==> src/rtl/xmem_pkg.sv <==
`default_nettype none
// ============================================================================
//  Module      : xmem_pkg
//  Description : Shared state encoding and abort constant for the xmem arbiter.
//  Revision    : 1.0 - initial release
// ============================================================================
package xmem_pkg;

    typedef enum logic [1:0] {
        ST_IDLE  = 2'd0,
        ST_OWN0  = 2'd1,
        ST_OWN1  = 2'd2,
        ST_ABORT = 2'd3
    } xmem_state_t;

    // Read data returned to the owner when the watchdog kills an access
    localparam logic [31:0] c_ABORT_DATA = 32'hFFFF_FFFF;

endpackage : xmem_pkg
`default_nettype wire

==> src/rtl/xmem_arbiter.sv <==
`default_nettype none
// ============================================================================
//  Module      : xmem_arbiter
//  Description : Two-master Wishbone B4 classic round-robin arbiter with a
//                per-access watchdog in front of the HyperRAM wrapper.
//  Revision    : 1.0 - initial release
// ============================================================================
module xmem_arbiter
    import xmem_pkg::*;
#(
    parameter int unsigned TIMEOUT_CYCLES = 1024
) (
    input  logic         clk,
    input  logic         reset,

    input  logic [2:31]  m0_adr_i,
    input  logic [0:31]  m0_dat_i,
    output logic [0:31]  m0_dat_o,
    input  logic         m0_we_i,
    input  logic [0:3]   m0_sel_i,
    input  logic         m0_stb_i,
    output logic         m0_ack_o,
    input  logic         m0_cyc_i,

    input  logic [2:31]  m1_adr_i,
    input  logic [0:31]  m1_dat_i,
    output logic [0:31]  m1_dat_o,
    input  logic         m1_we_i,
    input  logic [0:3]   m1_sel_i,
    input  logic         m1_stb_i,
    output logic         m1_ack_o,
    input  logic         m1_cyc_i,

    output logic [2:31]  s_adr_o,
    output logic [0:31]  s_dat_o,
    input  logic [0:31]  s_dat_i,
    output logic         s_we_o,
    output logic [0:3]   s_sel_o,
    output logic         s_stb_o,
    input  logic         s_ack_i,
    output logic         s_cyc_o,

    output logic [0:1]   grant,
    output logic         timeout_flag,
    input  logic         timeout_clr,
    output logic [7:0]   timeout_count
);

    localparam int                 c_WD_W   = $clog2(TIMEOUT_CYCLES);
    localparam logic [c_WD_W-1:0] c_WD_MAX = c_WD_W'(TIMEOUT_CYCLES - 1);
    localparam logic [c_WD_W-1:0] c_WD_ONE = c_WD_W'(1);

    xmem_state_t        r_state;
    xmem_state_t        w_state_nxt;
    logic               r_last;          // 0 = m0 was last owner, 1 = m1
    logic               w_last_nxt;
    logic [c_WD_W-1:0]  r_wd_cnt;
    logic               r_timeout_flag;
    logic [7:0]         r_timeout_count;

    logic w_own0;
    logic w_own1;
    logic w_owned;
    logic w_abort;
    logic w_s_stb;
    logic w_wd_hit;
    logic w_wd_fire;

    assign w_own0  = (r_state == ST_OWN0);
    assign w_own1  = (r_state == ST_OWN1);
    assign w_owned = w_own0 | w_own1;
    assign w_abort = (r_state == ST_ABORT);

    // Slave side: control qualified by ownership, data path defaults to m0
    assign s_cyc_o = (w_own0 & m0_cyc_i) | (w_own1 & m1_cyc_i);
    assign w_s_stb = (w_own0 & m0_stb_i) | (w_own1 & m1_stb_i);
    assign s_stb_o = w_s_stb;
    assign s_we_o  = (w_own0 & m0_we_i)  | (w_own1 & m1_we_i);
    assign s_adr_o = w_own1 ? m1_adr_i : m0_adr_i;
    assign s_dat_o = w_own1 ? m1_dat_i : m0_dat_i;
    assign s_sel_o = w_own1 ? m1_sel_i : m0_sel_i;

    // During ABORT, r_last already names the master whose access was killed
    assign m0_ack_o = (w_own0 & s_ack_i) | (w_abort & ~r_last);
    assign m1_ack_o = (w_own1 & s_ack_i) | (w_abort &  r_last);
    assign m0_dat_o = w_own0 ? s_dat_i : ((w_abort & ~r_last) ? c_ABORT_DATA : '0);
    assign m1_dat_o = w_own1 ? s_dat_i : ((w_abort &  r_last) ? c_ABORT_DATA : '0);

    assign grant         = {w_own0, w_own1};
    assign timeout_flag  = r_timeout_flag;
    assign timeout_count = r_timeout_count;

    assign w_wd_hit = w_owned & w_s_stb & ~s_ack_i & (r_wd_cnt == c_WD_MAX);

    always_comb begin
        w_state_nxt = r_state;
        w_last_nxt  = r_last;
        w_wd_fire   = 1'b0;
        case (r_state)
            ST_IDLE: begin
                if (m0_cyc_i && m1_cyc_i) begin
                    w_state_nxt = r_last ? ST_OWN0 : ST_OWN1;
                end else if (m0_cyc_i) begin
                    w_state_nxt = ST_OWN0;
                end else if (m1_cyc_i) begin
                    w_state_nxt = ST_OWN1;
                end
            end
            ST_OWN0: begin
                if (!m0_cyc_i) begin
                    w_state_nxt = ST_IDLE;
                    w_last_nxt  = 1'b0;
                end else if (w_wd_hit) begin
                    w_state_nxt = ST_ABORT;
                    w_last_nxt  = 1'b0;
                    w_wd_fire   = 1'b1;
                end
            end
            ST_OWN1: begin
                if (!m1_cyc_i) begin
                    w_state_nxt = ST_IDLE;
                    w_last_nxt  = 1'b1;
                end else if (w_wd_hit) begin
                    w_state_nxt = ST_ABORT;
                    w_last_nxt  = 1'b1;
                    w_wd_fire   = 1'b1;
                end
            end
            ST_ABORT: w_state_nxt = ST_IDLE;
            default:  w_state_nxt = ST_IDLE;
        endcase
    end

    always_ff @(posedge clk) begin
        if (reset) begin
            r_state         <= ST_IDLE;
            r_last          <= 1'b1;
            r_wd_cnt        <= '0;
            r_timeout_flag  <= 1'b0;
            r_timeout_count <= 8'd0;
        end else begin
            r_state <= w_state_nxt;
            r_last  <= w_last_nxt;

            if (w_owned && (w_state_nxt == r_state) && w_s_stb && !s_ack_i) begin
                r_wd_cnt <= r_wd_cnt + c_WD_ONE;
            end else begin
                r_wd_cnt <= '0;
            end

            // A watchdog event in the same cycle as a clear keeps the flag set
            if (w_wd_fire) begin
                r_timeout_flag <= 1'b1;
            end else if (timeout_clr) begin
                r_timeout_flag <= 1'b0;
            end

            if (w_wd_fire && (r_timeout_count != 8'hFF)) begin
                r_timeout_count <= r_timeout_count + 8'd1;
            end
        end
    end

endmodule : xmem_arbiter
`default_nettype wire
==> config.mk <==
export PLATFORM = sky130hd
export DESIGN_NAME = xmem_arbiter
export DESIGN_NICKNAME = d
export VERILOG_FILES = /design/src/rtl/xmem_pkg.sv /design/src/rtl/xmem_arbiter.sv
export SDC_FILE = /design/constraint.sdc
export NUM_CORES = 1
export LEC_CHECK = 0
export ABC_CLOCK_PERIOD_IN_PS = 5930
export CORE_AREA = 8 8 119 121
export DETAILED_ROUTE_END_ITERATION = 16
export DIE_AREA = 0 0 127 129
export GPL_TIMING_DRIVEN = 0
export PLACE_DENSITY = 0.72
export REMOVE_ABC_BUFFERS = 1
export SETUP_SLACK_MARGIN = 0.15
export SLEW_MARGIN = 10
export SYNTH_ARGS = -nofsm -noshare
export SYNTH_HDL_FRONTEND = slang
export SYNTH_SLANG_ARGS = --single-unit
==> constraint.sdc <==
create_clock -name clk -period 5.93 [get_ports clk]
set_input_delay 1.186 -clock clk [delete_from_list [all_inputs] [get_ports clk]]
set_output_delay 1.186 -clock clk [all_outputs]
set_load 0.02 [all_outputs]
==> out/metrics.yaml <==
floorplanning:
  die_area_um2: 16400
  core-area_um2: 12300
  io_pins: 320
  start_util: 0.211
  rows: 41
  fp.dieW_um: 127
  die_y_um: 129
clock_network:
  clk_pin_slew_ns: 0.06
  cts_buffer_depth: 2
  post_cts.repair.setup_buffers: 0
  cts-resized-gates: 0
  h-tree-depth: 1
  cts-root-buf: "clkbuf_16"
  cts_tree: "yes"
  cts-hold-fix-buffers: 0
  cts_made_buffers: 3
  clkLatencyLatePin_ns: 0.25
  clock-sinks: 22
yosys:
  synth.most_common_cell: "nand2_1"
  synthesis.area_um2: 2600
  postSynthAreaPerCell_um2: 7.82
  synth_ff_type: "dfxtp_1"
  synth.area.top_cells: "mux2_2 (29%), dfxtp_1 (17%), nand2_1 (11%), a21o_1 (9.2%), clkbuf_1 (3.5%)"
  synth-edff-count: 0
  yosysSeqAreaShare: 0.169
  yosys.area.top_type_share: 0.294
  synthTopCellsByCount: "nand2_1 (74), mux2_2 (68), a21o_1 (32), clkbuf_1 (24), dfxtp_1 (22)"
  yosys.area.top_type: "mux2_2"
  synth_seq_cells: 22
  synth-async-reset-ratio: 0
  synthCells: 333
  synth_warnings: 0
  synth.distinct_cells: 46
timing:
  holdWs_ns: 0.496
  worst_slew_pin_slew_ns: 0.965
  rsz0062_at_grt: "no"
  fmax_mhz: 227
  max_slew_margin: 0.350
  final-setup-viol-count: 0
  fin_ws_ns: 1.52
  final_hold_viol_count: 0
  fin_crit_sh: 0.744
  slew_viol_final: 0
  skew_ns: 0.00241
  min_period_ns: 4.41
power:
  ir_worst_vdd_v: 0.000163
  p_leak_nw: 2.54
  power_density_nw_per_um2: 145
placement:
  dpl_cell_area_um2: 5930
  place_ws_ns: 1.75
  gp_congestion: 0.912
  dp_hpwl_um: 14000
  port_buffers: 319
global_routing:
  grt_use_total: 0.187
  gr-max-usage-layer: "met2"
  antenna_found_initial: 0
  grt_pass1_wl_um: 24000
  gr-usage-met3: 0.0401
  grt_pass1_vias: 3770
  grt_max_degree: 56
  met1_usage: 0.198
  met2_usage: 0.365
  globalRouteOverflowTotal: 0
setup_path:
  critPathKind: "flop to primary output"
  endpoint_kind: "primary output"
  cp-start-kind: "flop"
  regToRegSetupSlack_ns: 2.78
  worst-path-max-fanout: 55
  crit_required_ns: 4.74
  arrival_ns: 3.23
routing:
  wl_um: 16700
  vias: 3711
  drc: 0
  ant_nets: 0
  wl_per_cell_um: 21.4
  drtIter0Drc: 126
  dr.pass1.iters: 4
  avgViaCountPerCell: 4.75
hold_path:
  min_path_type: "flop to flop"
flow_run:
  drv_cap: 0
status:
  status: "completed"
cells_and_area:
  synthToLayoutAreaGrowth_pct: 131
  final_nets: 813
  layout-drive-gt1-share: 0.132
  diodes: 0
  fin_area_um2: 6020
-- placed cells by master (no fill, tap or decap), types with 2 or more instances in the layout --
cell             synthesis  routed
a21o_1                  32      32
nand2b_1                 2       2
nand4_1                  5       5
nor4_1                   2       2
nor2b_1                  3       3
a21oi_1                 11      11
inv_1                    8       8
nor2_1                  11      10
o31ai_1                  4       4
clkdlybuf4s50_1          0     319
or4_1                    4       4
clkbuf_16                0       3
ha_1                     7       5
dfxtp_1                 22      22
nand3b_1                 3       3
xor2_1                   3       3
o21ai_0                  7       7
nor3_1                   6       6
xnor2_1                  5       5
nand2_1                 74      74
a22o_1                   2       2
mux2_2                  68      68
nand3_1                  5       5
-- layer usage --
layer  routed length, um  share of wire
met4                 312          0.019
met5                   0              0
met3                1030          0.062
met1                6300           0.38
met2                9080           0.54
-- worst max-delay path: stages (launching register included) --
cell and delay, ns:
dfxtp_1 0.51, inv_1 0.21, ha_4 0.38, buf_16 0.28, nand3b_1 0.51, buf_8 0.33
nand2_1 0.07, clkdlybuf4s50_1 0.66
-- path summary, 6_finish.rpt --
| path | from | end | depth (start not counted) |
|---|---|---|---|
| worst max-delay path | r_state[0]$_SDFF_PP0_ | m1_dat_o[2] | 7 |
| worst min-delay path | r_wd_cnt[0]$_SDFF_PP0_ | r_wd_cnt[0]$_SDFF_PP0_ | 1 |
| worst max register to register | r_state[1]$_SDFF_PP0_ | timeout_count[7]$_SDFFE_PP0P_ | 6 |
| worst min register to register | r_wd_cnt[0]$_SDFF_PP0_ | r_wd_cnt[0]$_SDFF_PP0_ | 1 |
-- kinds of logic after synthesis --
logic type               share of synthesized area
AO/OA/AOI/OAI                                0.197
XOR/XNOR                                    0.0269
adder cells (fa/ha/maj)                     0.0337
buffers and inverters                       0.0562
flip-flops                                   0.169
multiplexers                                 0.298
AND/OR/NAND/NOR                              0.219
-- power breakdown --
group	leakage [nW]	internal, mW	switching (mW)
Combinational	2.31	0.306	0.252
Sequential	0.178	0.151	0.00594
Clock	0.0442	0.103	0.0530
-- flip-flops by register name (all words and copies together), names as in the netlist --
| register | cells |
|---|---|
| timeout_flag | 1 |
| timeout_count | 8 |
| r_state | 2 |
| r_wd_cnt | 10 |
| r_last | 1 |
-- stage by stage --
| stage | utilization | setup TNS (ns) | instances | total power [mW] |
|---|---|---|---|---|
| floorplan | - | 0 | 306 | 0.398 |
| global placement | 0.477 | -23.65 | 775 | 0.717 |
| detailed placement | 0.482 | 0 | 777 | 0.719 |
| CTS | 0.489 | 0 | 781 | 0.878 |
| global route | 0.489 | 0 | 781 | 0.904 |
| finish | 0.489 | 0 | 781 | 0.870 |
-- cell type report --
cell class	instances	area, um^2
Multi-Input combinational cell	276	2040
Tap cell	150	188
Clock buffer	4	88.8
Timing Repair Buffer	321	3240
Fill cell	1175	6290
Sequential cell	22	440
Inverter	8	30.0
Power figures use the tool's default switching activity.
